### src/rtl/framer_pkg.sv
// Shared geometry, widths and FSM encoding for the playfield frame buffer path.
package framer_pkg;

  localparam int unsigned COLS    = 10;
  localparam int unsigned ROWS    = 20;
  localparam int unsigned COLOR_W = 3;
  localparam int unsigned X_W     = 4;
  localparam int unsigned Y_W     = 5;

  localparam logic [COLOR_W-1:0] COLOR_EMPTY = 3'b000;

  typedef enum logic [1:0] {
    IDLE   = 2'd0,
    CLEAR  = 2'd1,
    FREEZE = 2'd2
  } state_t;

endpackage

### src/rtl/rr_arbiter.sv
// Round-robin one-hot grant: search starts at i_ptr and wraps, first valid requester wins.
module rr_arbiter #(
  parameter int unsigned N     = 3,
  parameter int unsigned PTR_W = (N > 1) ? $clog2(N) : 1
) (
  input  logic [N-1:0]     i_req,
  input  logic [PTR_W-1:0] i_ptr,
  output logic [N-1:0]     o_grant_c,
  output logic [PTR_W-1:0] o_idx_c
);

  int unsigned w_pos;
  logic        w_found;

  always_comb begin
    o_grant_c = '0;
    o_idx_c   = '0;
    w_found   = 1'b0;
    w_pos     = 0;
    for (int unsigned i = 0; i < N; i++) begin
      w_pos = 32'(i_ptr) + i;
      if (w_pos >= N) w_pos = w_pos - N;
      if (!w_found && i_req[w_pos]) begin
        w_found          = 1'b1;
        o_grant_c[w_pos] = 1'b1;
        o_idx_c          = PTR_W'(w_pos);
      end
    end
  end

endmodule

### src/rtl/frame_buffer_write_ctrl.sv
// Single write port owner for the 10x20 playfield buffer: arbitrates requester writes,
// runs the clear sweep, and blacks out writes around each vsync edge.
module frame_buffer_write_ctrl
  import framer_pkg::*;
#(
  parameter int unsigned N_REQ         = 3,
  parameter int unsigned FREEZE_CYCLES = 4
) (
  input  logic                     clk,
  input  logic                     rst_n,
  input  logic                     vsync_in,
  input  logic [N_REQ-1:0]         req_valid,
  input  logic [N_REQ*X_W-1:0]     req_x,
  input  logic [N_REQ*Y_W-1:0]     req_y,
  input  logic [N_REQ*COLOR_W-1:0] req_color,
  output logic [N_REQ-1:0]         req_ready,
  input  logic                     clear_start,
  output logic                     clear_busy,
  output logic                     wr_en,
  output logic [X_W-1:0]           wr_x,
  output logic [Y_W-1:0]           wr_y,
  output logic [COLOR_W-1:0]       wr_color,
  output logic                     frame_commit,
  output logic                     oob_err
);

  localparam int unsigned PTR_W = (N_REQ > 1) ? $clog2(N_REQ) : 1;
  localparam int unsigned FRZ_W = $clog2(FREEZE_CYCLES + 1);

  logic               r_vs1, r_vs2, r_vs3, r_edge;
  state_t             r_state, w_state_nxt;
  logic [FRZ_W-1:0]   r_frz_cnt, w_frz_cnt_nxt;
  logic               r_clr_act, w_clr_act_nxt;
  logic [X_W-1:0]     r_cx, w_cx_nxt;
  logic [Y_W-1:0]     r_cy, w_cy_nxt;
  logic [PTR_W-1:0]   r_ptr, w_ptr_nxt;

  logic               r_wr_en, w_wr_en_nxt;
  logic [X_W-1:0]     r_wr_x, w_wr_x_nxt;
  logic [Y_W-1:0]     r_wr_y, w_wr_y_nxt;
  logic [COLOR_W-1:0] r_wr_color, w_wr_color_nxt;
  logic               r_commit, w_commit_nxt;
  logic               r_oob, w_oob_nxt;
  logic               r_busy, w_busy_nxt;
  logic               w_sweep_issue;

  logic [N_REQ-1:0]   w_grant;
  logic [PTR_W-1:0]   w_gidx;
  logic               w_arb_en, w_xfer, w_oob;
  logic [X_W-1:0]     w_sel_x;
  logic [Y_W-1:0]     w_sel_y;
  logic [COLOR_W-1:0] w_sel_color;

  rr_arbiter #(.N(N_REQ), .PTR_W(PTR_W)) u_arb (
    .i_req     (req_valid),
    .i_ptr     (r_ptr),
    .o_grant_c (w_grant),
    .o_idx_c   (w_gidx)
  );

  // Requesters only see a grant in a plain IDLE cycle with no higher-priority event
  assign w_arb_en    = rst_n && (r_state == IDLE) && !r_edge && !clear_start;
  assign req_ready   = w_arb_en ? w_grant : '0;
  assign w_xfer      = w_arb_en && (|req_valid);
  assign w_sel_x     = req_x[32'(w_gidx)*X_W +: X_W];
  assign w_sel_y     = req_y[32'(w_gidx)*Y_W +: Y_W];
  assign w_sel_color = req_color[32'(w_gidx)*COLOR_W +: COLOR_W];
  assign w_oob       = (w_sel_x >= X_W'(COLS)) || (w_sel_y >= Y_W'(ROWS));

  always_comb begin
    w_state_nxt    = r_state;
    w_frz_cnt_nxt  = r_frz_cnt;
    w_clr_act_nxt  = r_clr_act;
    w_cx_nxt       = r_cx;
    w_cy_nxt       = r_cy;
    w_ptr_nxt      = r_ptr;
    w_wr_en_nxt    = 1'b0;
    w_wr_x_nxt     = r_wr_x;
    w_wr_y_nxt     = r_wr_y;
    w_wr_color_nxt = r_wr_color;
    w_commit_nxt   = 1'b0;
    w_oob_nxt      = r_oob;
    w_sweep_issue  = 1'b0;

    if (r_edge) begin
      w_state_nxt   = FREEZE;
      w_frz_cnt_nxt = '0;
      w_commit_nxt  = 1'b1;
      if (clear_start && !r_clr_act) begin
        w_clr_act_nxt = 1'b1;
        w_cx_nxt      = '0;
        w_cy_nxt      = '0;
      end
    end else begin
      case (r_state)
        IDLE: begin
          if (clear_start) begin
            w_state_nxt   = CLEAR;
            w_clr_act_nxt = 1'b1;
            w_cx_nxt      = '0;
            w_cy_nxt      = '0;
          end else if (w_xfer) begin
            w_ptr_nxt = (w_gidx == PTR_W'(N_REQ - 1)) ? '0 : PTR_W'(w_gidx + 1'b1);
            if (w_oob) begin
              w_oob_nxt = 1'b1;
            end else begin
              w_wr_en_nxt    = 1'b1;
              w_wr_x_nxt     = w_sel_x;
              w_wr_y_nxt     = w_sel_y;
              w_wr_color_nxt = w_sel_color;
            end
          end
        end
        CLEAR: begin
          w_sweep_issue  = 1'b1;
          w_wr_en_nxt    = 1'b1;
          w_wr_x_nxt     = r_cx;
          w_wr_y_nxt     = r_cy;
          w_wr_color_nxt = COLOR_EMPTY;
          if (r_cx == X_W'(COLS - 1)) begin
            w_cx_nxt = '0;
            if (r_cy == Y_W'(ROWS - 1)) begin
              w_cy_nxt      = '0;
              w_clr_act_nxt = 1'b0;
              w_state_nxt   = IDLE;
            end else begin
              w_cy_nxt = r_cy + 1'b1;
            end
          end else begin
            w_cx_nxt = r_cx + 1'b1;
          end
        end
        FREEZE: begin
          if (clear_start && !r_clr_act) begin
            w_clr_act_nxt = 1'b1;
            w_cx_nxt      = '0;
            w_cy_nxt      = '0;
          end
          if (r_frz_cnt == FRZ_W'(FREEZE_CYCLES - 1)) begin
            w_state_nxt = w_clr_act_nxt ? CLEAR : IDLE;
          end else begin
            w_frz_cnt_nxt = r_frz_cnt + 1'b1;
          end
        end
        default: w_state_nxt = IDLE;
      endcase
    end

    // Busy stays up through the cycle that presents the final sweep write
    w_busy_nxt = w_clr_act_nxt || w_sweep_issue;
  end

  always_ff @(posedge clk or negedge rst_n) begin
    if (!rst_n) begin
      r_vs1      <= 1'b0;
      r_vs2      <= 1'b0;
      r_vs3      <= 1'b0;
      r_edge     <= 1'b0;
      r_state    <= IDLE;
      r_frz_cnt  <= '0;
      r_clr_act  <= 1'b0;
      r_cx       <= '0;
      r_cy       <= '0;
      r_ptr      <= '0;
      r_wr_en    <= 1'b0;
      r_wr_x     <= '0;
      r_wr_y     <= '0;
      r_wr_color <= '0;
      r_commit   <= 1'b0;
      r_oob      <= 1'b0;
      r_busy     <= 1'b0;
    end else begin
      r_vs1      <= vsync_in;
      r_vs2      <= r_vs1;
      r_vs3      <= r_vs2;
      r_edge     <= r_vs2 && !r_vs3;
      r_state    <= w_state_nxt;
      r_frz_cnt  <= w_frz_cnt_nxt;
      r_clr_act  <= w_clr_act_nxt;
      r_cx       <= w_cx_nxt;
      r_cy       <= w_cy_nxt;
      r_ptr      <= w_ptr_nxt;
      r_wr_en    <= w_wr_en_nxt;
      r_wr_x     <= w_wr_x_nxt;
      r_wr_y     <= w_wr_y_nxt;
      r_wr_color <= w_wr_color_nxt;
      r_commit   <= w_commit_nxt;
      r_oob      <= w_oob_nxt;
      r_busy     <= w_busy_nxt;
    end
  end

  assign wr_en        = r_wr_en;
  assign wr_x         = r_wr_x;
  assign wr_y         = r_wr_y;
  assign wr_color     = r_wr_color;
  assign frame_commit = r_commit;
  assign oob_err      = r_oob;
  assign clear_busy   = r_busy;

endmodule

### config.mk
export PLATFORM = sky130hd
export DESIGN_NAME = frame_buffer_write_ctrl
export DESIGN_NICKNAME = d
export VERILOG_FILES = /design/src/rtl/framer_pkg.sv /design/src/rtl/rr_arbiter.sv /design/src/rtl/frame_buffer_write_ctrl.sv
export SDC_FILE = /design/constraint.sdc
export NUM_CORES = 1
export LEC_CHECK = 0
export ABC_AREA = 1
export ABC_CLOCK_PERIOD_IN_PS = 2660
export CAP_MARGIN = 20
export CORE_ASPECT_RATIO = 0.5
export CORE_MARGIN = 10
export CORE_UTILIZATION = 45
export CTS_CLUSTER_SIZE = 40
export DETAILED_ROUTE_END_ITERATION = 10
export PLACE_DENSITY = 0.83
export SYNTH_ARGS = -nofsm -noshare
export SYNTH_HDL_FRONTEND = slang
export SYNTH_SLANG_ARGS = --single-unit
### constraint.sdc
create_clock -name clk -period 2.66 [get_ports clk]
set_clock_uncertainty 0.2 [all_clocks]
set_input_delay 0.266 -clock clk [delete_from_list [all_inputs] [get_ports clk]]
set_output_delay 0.266 -clock clk [all_outputs]
set_load 0.05 [all_outputs]
==> results_dict.tcl, run 1 <==
set metrics [dict create \
    status "finished, violations left" \
    violations "setup timing" \
    seq_power_share 0.151 \
    slew_headroom 0.652 \
    tightest_slew_ns 0.520 \
    finalCritPeriodShare 1.05 \
    netlist_area_sq_um 2570 \
    detail_route.iter0.violations 294 \
    startpoint "r_ptr[1]" \
    cp_max_fo 6 \
    pin_count 62 \
    worst_ir_drop_vdd_mv 0.792 \
    critPathBufInv 5 \
    hpwl_um 6050 \
    synth_fp_nets 416 \
    syn2layout_area_growth_pct 56.2 \
    max_stage_delay_ns 0.41 \
    io_buffers 61 \
    drc 0 \
    routed_via_density 5.51 \
    synth_top_family_by_area "simple AND/OR/NAND/NOR gates" \
    path_class "register to register" \
    min_to "r_vs2" \
    fillCellCount 399 \
    arrival_ns 2.76 \
    cts_buffers 5 \
    r2r_cells 16 \
    dp.cells 516 \
    grt.total_usage 0.169 \
    endpoint_kind "register" \
    initial_core_util 0.466 \
    die_w_um 127 \
    hold_start "r_vs1" \
    hp-class "register to register" \
    n_antenna_cell 0 \
    rrSetupSlack_ns -0.14 \
    cts-root-buf "clkbuf_16" \
    required_ns 2.63 \
    clk_latency_ns 0.29 \
    rows 19 \
    fmax_ghz 0.358 \
    ys_seq_elements 37 \
    mostFrequentLayoutCells "nand2_1 (69), clkdlybuf4s50_1 (57), inv_1 (41)" \
    seq_area_frac_synth 0.360 \
    yosysWarnings 0 \
    yosys.area_share.simple 0.319 \
    grt_antenna_before_repair 0 \
    yosysUniqueCellTypes 34 \
    cap_viol_max_count 0 \
    whs_path_depth 0 \
    combPwrFrac 0.748 \
    overflow 0 \
    mostFrequentLayoutCell "nand2_1" \
    layout.nets 524 \
    crit_chain "buf_6 -> ha_4 -> inv_4 -> buf_4 -> nand3_2 -> nand2_2 -> nand4_4 -> buf_4 -> nand3b_1 -> nand3_2 -> nand2_2 -> o21ai_4 -> nand3_4 -> clkbuf_16 -> nand3_1 -> nand2_1" \
    setup_ws_ns -0.136 \
    timing.rr.start "r_ptr[1]" \
    cts_tree "built" \
    switching_share 0.511 \
    synth-compound-area-share 0.156 \
    synth.mux.area_fraction 0 \
    synth_xor_area_frac 0.00340 \
    setup_viol 14 \
    ant_nets 0 \
    drive_above_1_share 0.262 \
    grt_pass1_vias 2716 \
    layout.cells.non_filler 542 \
    rsz0062_at_grt "true" \
    critPathSlowestCell "dfrtp_1" \
    multi_input_area_sq_um 1600 \
    drt_first_pass_iters 7 \
    clk_pin_slew_ns 0.06 \
    dr_total_vias 2988 \
    r2r-end "wr_y[0]" \
    die_h_um 73.5 \
    grt_pass1_wl_um 12900 \
    wl_per_cell_um 16.8 \
    power.switching_mw 3.10 \
    slew_violations 0 \
    regArea_sq_um 927 \
    worst_setup_path_start_kind "register" \
    cts_buffer_depth 2 \
    syn_avg_cell_area_sq_um 7.15 \
    intPower_mw 2.97 \
    cts-htree-levels 2 \
    critPathTopFamily "simple AND/OR/NAND/NOR gates" \
    fin_crit_ns 2.80 \
    synthAdderAreaFrac 0.0632 \
    grt_max_degree 38 \
    core_area_sq_um 5520 \
    clkPwrFrac 0.100 \
    leakage_nw 1.92 \
    gp_congestion 0.946 \
    syn_inst 360 \
    power.density_nw_per_um2 1510 \
    routed_wl_um 9130 \
    clock_sinks 37 \
    dieArea_sq_um 9320 \
    dp_slack_ns -0.116 \
    finalHoldViolations 0 \
]
-- synth_stat cells, drive strengths merged --
library cell,instances,area share
nand2,91,0.15
inv,53,0.077
dfrtp,37,0.36
nor2,37,0.054
nand3,36,0.078
o21ai,29,0.059
a21oi,17,0.033
ha,13,0.063
nor3,7,0.014
o22ai,7,0.017
a31oi,5,0.015
buf,5,0.016
clkbuf,4,0.0058
nand3b,4,0.012
nand4,4,0.016
a22oi,2,0.0058
o211ai,2,0.0058
a21o,1,0.0029
a221oi,1,0.0034
a22o,1,0.0034
o2bb2ai,1,0.0034
o311ai,1,0.0034
o32ai,1,0.0034
xor2,1,0.0034
-- worst max-delay path by stage --
stage | endpoint | depth (start not counted) | slack [ns]
finish | wr_y[0] | 16 | -0.14
global route | wr_y[0] | 18 | -0.25
CTS | wr_x[3] | 17 | 0.01
detailed placement | wr_x[3] | 16 | -0.12
global placement | wr_y[0] | 16 | 0.004
floorplan | req_ready[1] | 12 | 0.1
-- flip-flops by register name (all words and copies together) (netlist names) --
| name | count |
|---|---|
| r_cy | 5 |
| wr_y | 5 |
| r_cx | 4 |
| wr_x | 4 |
| r_frz_cnt | 3 |
| wr_color | 3 |
| r_ptr | 2 |
| r_state | 2 |
| clear_busy | 1 |
| frame_commit | 1 |
| oob_err | 1 |
| r_clr_act | 1 |
| r_edge | 1 |
| r_vs1 | 1 |
| r_vs2 | 1 |
| r_vs3 | 1 |
| wr_en | 1 |
-- through the flow --
| step | total power, mW | util | setup TNS (ns) | area, sq um | hold slack, ns |
|---|---|---|---|---|---|
| 2_1_floorplan | 3.27 | - | 0 | 2570 | -0.230 |
| 3_3_place_gp | 4.37 | 0.630 | 0 | 3480 | 0.136 |
| 3_5_place_dp | 4.44 | 0.630 | -1.25 | 3480 | 0.147 |
| 6_report | 6.07 | 0.728 | -1.01 | 4020 | 0.158 |
| 5_1_grt | 6.49 | 0.728 | -2.57 | 4020 | 0.162 |
| 4_1_cts | 5.22 | 0.673 | 0 | 3710 | 0.160 |
-- worst register-to-register path: cells and delay by family (launching register included) --
family / cells / cell delay, ns
DFF: 1 / 0.41
AOI/OAI and AO/OA: 1 / 0.18
and+or+nand+nor: 9 / 0.92
buffers and inverters: 5 / 0.68
adders and majority gates: 1 / 0.30
-- metal layers --
layer / share of wire / GRT usage
met1: 0.39 / 0.201
met2: 0.51 / 0.305
met3: 0.066 / 0.0366
met4: 0.028 / 0.0402
met5: 0 / 0
-- cells by family (layout without fill, tap and decap cells) --
group                      after synthesis  count (layout)
xor gates and xnor gates                 1               1
adders and majority gates               13              13
AOI/OAI and AO/OA                       68              68
and+or+nand+nor                        179             180
buffers and inverters                   62             170
DFF                                     37              37
-- area by class of cell --
type	instances	share of cell area
repair buffers	109	0.260
flip-flops and latches	37	0.231
inverters	53	0.0508
well taps	73	0.0227
multi-input cells	262	0.397
clock buffers	6	0.0346
clock inverters	2	0.00343
-- power by group through the flow --
stage	sequential, mW	clock, mW	combinational, mW
2_1_floorplan	1.23	0	2.04
4_1_cts	0.905	0.613	3.70
5_1_grt	0.941	0.638	4.91
6_report	0.918	0.609	4.54
3_5_place_dp	0.902	0	3.54
3_3_place_gp	0.896	0	3.48
-- what timing repair did --
action | in CTS | in global routing
gates resized for setup | 12 | 45
setup endpoints to repair | 15 | 17
buffers inserted | 2 | 13
pin swaps | 2 | 18
endpoints found under the hold margin | 37 | 0
hold buffers | 1 | 0
cloned | 1 | 1
No activity file was read; power rests on OpenSTA's default activity.
==> run 2: changes to the inputs <==
Settings changed: CORE_UTILIZATION 45 to 25, PLACE_DENSITY 0.83 to 0.55, SKIP_LAST_GASP set to 1.
==> results_dict.tcl, run 2 (synthesized netlist as in run 1, its figures left out) <==
set metrics [dict create \
    status "complete, no violations" \
    drt_first_pass_iters 4 \
    cts-htree-levels 2 \
    layout.nets 531 \
    grt_pass1_wl_um 13100 \
    placed_cell_area_sq_um 3630 \
    path_class "register to register" \
    mostFrequentLayoutCells "nand2_1 (69), clkdlybuf4s50_1 (57), buf_4 (46)" \
    drive_above_1_share 0.258 \
    leakage_nw 1.95 \
    power.density_nw_per_um2 1470 \
    core_area_sq_um 10100 \
    worst_setup_path_start_kind "register" \
    fillCellCount 1025 \
    n_antenna_cell 0 \
    finalCritPeriodShare 0.978 \
    cap_viol_max_count 0 \
    grt_antenna_before_repair 0 \
    routed_via_density 4.44 \
    cp_max_fo 7 \
    endpoint_kind "register" \
    crit_end "wr_color[2]" \
    die_h_um 91.7 \
    rsz0062_at_grt "true" \
    timing.rr.start "r_ptr[0]" \
    fmax_ghz 0.384 \
    layout.cells.non_filler 616 \
    clk_pin_slew_ns 0.06 \
    r2r-end "wr_color[2]" \
    whs_path_depth 0 \
    die_w_um 163 \
    grt_pass1_vias 2592 \
    tightest_slew_ns 0.532 \
    stdcell_area_sq_um 4160 \
    grt.total_usage 0.104 \
    initial_core_util 0.254 \
    cts_buffers 5 \
    detail_route.iter0.violations 174 \
    dp.cells 592 \
    routed_wl_um 8360 \
    wl_per_cell_um 13.6 \
    slew_violations 0 \
    finalHoldViolations 0 \
    syn2layout_area_growth_pct 61.7 \
    gp_congestion 0.803 \
    worst_ir_drop_vdd_mv 0.500 \
    finalSetupTns_ns 0 \
    clock_sinks 37 \
    dr_total_vias 2732 \
    mostFrequentLayoutCell "nand2_1" \
    hp-class "register to register" \
    slew_headroom 0.645 \
    arrival_ns 2.57 \
    startpoint "r_ptr[0]" \
    cts_tree "built" \
    hpwl_um 6490 \
    grt_max_degree 38 \
    fin_crit_ns 2.60 \
    dieArea_sq_um 15000 \
    cts_buffer_depth 2 \
    overflow 0 \
    io_buffers 61 \
    clk_latency_ns 0.28 \
    r2r_cells 16 \
    rows 26 \
    drc 0 \
    setup_viol 0 \
    cts-root-buf "clkbuf_16" \
    rrSetupSlack_ns 0.06 \
    ant_nets 0 \
    required_ns 2.63 \
    pin_count 62 \
]
run 2: what timing repair did:
item	in CTS	in global routing
hold buffers	1	0
cloned	0	3
buffers inserted	1	11
pin swaps	0	10
endpoints found under the setup margin	13	17
endpoints found under the hold margin	37	0
resized for setup	6	53
run 2: final cells by class:
cell class                      count  area (sq um)  share of cell area
Sequential cell                    37           926               0.223
Tap cell                          140           175              0.0421
Clock buffer                        7           153              0.0367
Clock inverter                      1          5.00             0.00120
Inverter                           53           204              0.0490
Timing Repair Buffer              116          1070               0.258
Multi-Input combinational cell    262          1620               0.390
run 2: power breakdown:
group          switching (mW)  internal (mW)  leakage (nW)
registers               0.137          0.759         0.470
clock network           0.218          0.396        0.0799
logic                    2.64           1.96          1.40
total                    2.99           3.11          1.95
run 2: worst max-delay path: stages (launching register included):
cell	delay (ns)
dfrtp_1	0.40
buf_4	0.15
ha_4	0.18
buf_4	0.14
o21ai_2	0.08
nand2_2	0.10
buf_6	0.13
nand4_4	0.12
buf_4	0.13
nand3b_1	0.08
nand3_1	0.11
nand2_2	0.08
o21ai_4	0.16
nand3_4	0.14
buf_6	0.17
nand3_1	0.06
nand2_1	0.06
run 2: worst min path at each step:
stage / to / startpoint
final: r_vs2 / r_vs1
after global routing: r_vs2 / r_vs1
after CTS: r_vs2 / r_vs1
after detailed placement: r_vs2 / r_vs1
after global placement: r_vs2 / r_vs1
after floorplan: clear_busy / rst_n
run 2: layer usage:
layer	global-route usage	share of wire	wire, um
met1	0.137	0.46	3860
met2	0.176	0.50	4170
met3	0.0161	0.031	263
met4	0.0251	0.0088	74
met5	0	0	0
run 2: metrics by stage:
stage	utilization	hold slack [ns]	power (mW)	setup WS, ns
2_1_floorplan	-	-0.230	3.27	0.0952
3_3_place_gp	0.359	0.132	4.67	-0.0573
3_5_place_dp	0.359	0.136	4.67	-0.0574
4_1_cts	0.379	0.149	5.40	0.0292
5_1_grt	0.411	0.171	6.60	-0.0886
6_report	0.411	0.146	6.11	0.0582
==> run 3: changes to the inputs <==
Settings changed: SLEW_MARGIN set to 10, TNS_END_PERCENT set to 50.
==> results_dict.tcl, run 3 (synthesized netlist as in run 1, its figures left out) <==
set metrics [dict create \
    status "complete, no violations" \
    seq_power_share 0.148 \
    overflow 0 \
    drt_first_pass_iters 4 \
    dp_slack_ns -0.0574 \
    r2r-end "wr_y[3]" \
    routed_wl_um 8370 \
    detail_route.iter0.violations 159 \
    wl_met1_um 3860 \
    highest_layer "met4" \
    crit_chain "ha_4 -> inv_4 -> nand2_1 -> nand3_2 -> nand2_2 -> nand2_4 -> nand2_4 -> nand2_4 -> buf_4 -> a21oi_1 -> buf_12" \
    power.density_nw_per_um2 1460 \
    placed_cell_area_sq_um 3630 \
    critPathSlowestCell "dfrtp_1" \
    ant_nets 0 \
    core_area_sq_um 10100 \
    drive_above_1_share 0.251 \
    cp_common_cell "nand2_4" \
    setup_ws_ns 0.0453 \
    fin_crit_ns 2.61 \
    leakage_nw 1.94 \
    drc 0 \
    finalHoldViolations 0 \
    grt_pass1_vias 2592 \
    clk_latency_ns 0.28 \
    cts_buffers 5 \
    clock_sinks 37 \
    slew_headroom 0.643 \
    cts_tree "built" \
    cap_viol_max_count 0 \
    switching_share 0.491 \
    grt_max_degree 38 \
    mostFrequentLayoutCells "nand2_1 (69), clkdlybuf4s50_1 (57), buf_4 (45)" \
    whs_path_depth 0 \
    n_antenna_cell 0 \
    initial_core_util 0.254 \
    routed_via_density 4.45 \
    hpwl_um 6490 \
    syn2layout_area_growth_pct 60.7 \
    worst_setup_path_start_kind "register" \
    tightest_slew_ns 0.534 \
    die_w_um 163 \
    r2r_cells 17 \
    met3WireLength_um 255 \
    pin_count 62 \
    path_class "register to output pin" \
    die_h_um 91.7 \
    required_ns 2.19 \
    grt_antenna_before_repair 0 \
    power.switching_mw 2.97 \
    io_buffers 61 \
    layout.nets 529 \
    dp.cells 592 \
    arrival_ns 2.15 \
    combPwrFrac 0.750 \
    timing.rr.start "r_ptr[1]" \
    grt.total_usage 0.104 \
    rrSetupSlack_ns 0.05 \
    intPower_mw 3.08 \
    clk_pin_slew_ns 0.06 \
    clkPwrFrac 0.102 \
    finalSetupTns_ns 0 \
    worst_ir_drop_vdd_mv 0.505 \
    finalCritPeriodShare 0.983 \
    startpoint "r_ptr[1]" \
    cts_buffer_depth 2 \
    fmax_ghz 0.382 \
    cts-htree-levels 2 \
    slew_violations 0 \
    hp-class "register to register" \
    wl_per_cell_um 13.6 \
    dieArea_sq_um 15000 \
    cts-root-buf "clkbuf_16" \
    mostFrequentLayoutCell "nand2_1" \
    stdcell_area_sq_um 4130 \
    crit_end "req_ready[1]" \
    rsz0062_at_grt "true" \
    grt_pass1_wl_um 13100 \
    rows 26 \
    max_stage_delay_ns 0.43 \
    endpoint_kind "output pin" \
    cp_max_fo 7 \
    layout.cells.non_filler 614 \
    dr_total_vias 2735 \
    gp_congestion 0.803 \
    totalPowerFinal_mw 6.05 \
    wl_met2_um 4190 \
    setup_viol 0 \
]
==> run 3: cell count changes in the layout (fill, tap and decap cells not counted), sizes merged <==
cell and change:
buf -2
==> run 3: final cells by class <==
type / count / area (sq um)
fill: 1033 / 5980
multi-input combinational: 262 / 1610
timing repair buffer: 114 / 1060
sequential: 37 / 926
inverter: 53 / 204
tap: 140 / 175
clock buffer: 7 / 153
clock inverter: 1 / 5.00
==> run 3: routing by layer <==
layer  up-vias  track usage
met4         0       0.0251
met1      1278        0.137
li1       1413            -
met2        39        0.176
met5         -            0
met3         5       0.0161
==> run 3: what timing repair did <==
action,4_1_cts,5_1_grt
pin swaps,0,9
buffers inserted,1,10
hold buffers,1,0
resized for setup,6,50
cloned,0,2
endpoints found under the hold margin,37,0
setup endpoints to repair,13,17
==> run 3: worst min-delay path by stage <==
| stage | start | end | slack [ns] |
|---|---|---|---|
| 4_1_cts | r_vs1 | r_vs2 | 0.15 |
| 6_report | r_vs1 | r_vs2 | 0.15 |
| 5_1_grt | r_vs1 | r_vs2 | 0.17 |
| 2_1_floorplan | rst_n | clear_busy | -0.23 |
| 3_5_place_dp | r_vs1 | r_vs2 | 0.14 |
| 3_3_place_gp | r_vs1 | r_vs2 | 0.13 |
==> run 3: power groups by stage <==
| stage | Sequential (mW) | Clock (mW) | Combinational, mW |
|---|---|---|---|
| 6_report | 0.895 | 0.616 | 4.54 |
| 5_1_grt | 0.922 | 0.655 | 4.97 |
| 3_5_place_dp | 0.900 | 0 | 3.77 |
| 4_1_cts | 0.894 | 0.628 | 3.88 |
| 3_3_place_gp | 0.901 | 0 | 3.77 |
| 2_1_floorplan | 1.23 | 0 | 2.04 |
==> run 3: metrics by stage <==
step,hold WS (ns),utilization
after global routing,0.171,0.408
after detailed placement,0.136,0.359
after CTS,0.149,0.379
after global placement,0.132,0.359
final,0.146,0.408
after floorplan,-0.230,-
==> run 3: critical path: cells and delay by family (launching register included) <==
kind	cells	cell delay (ns)
buffers and inverters	3	0.37
AOI/OAI and AO/OA	1	0.25
and+or+nand+nor	6	0.46
DFF	1	0.43
adders and majority gates	1	0.34
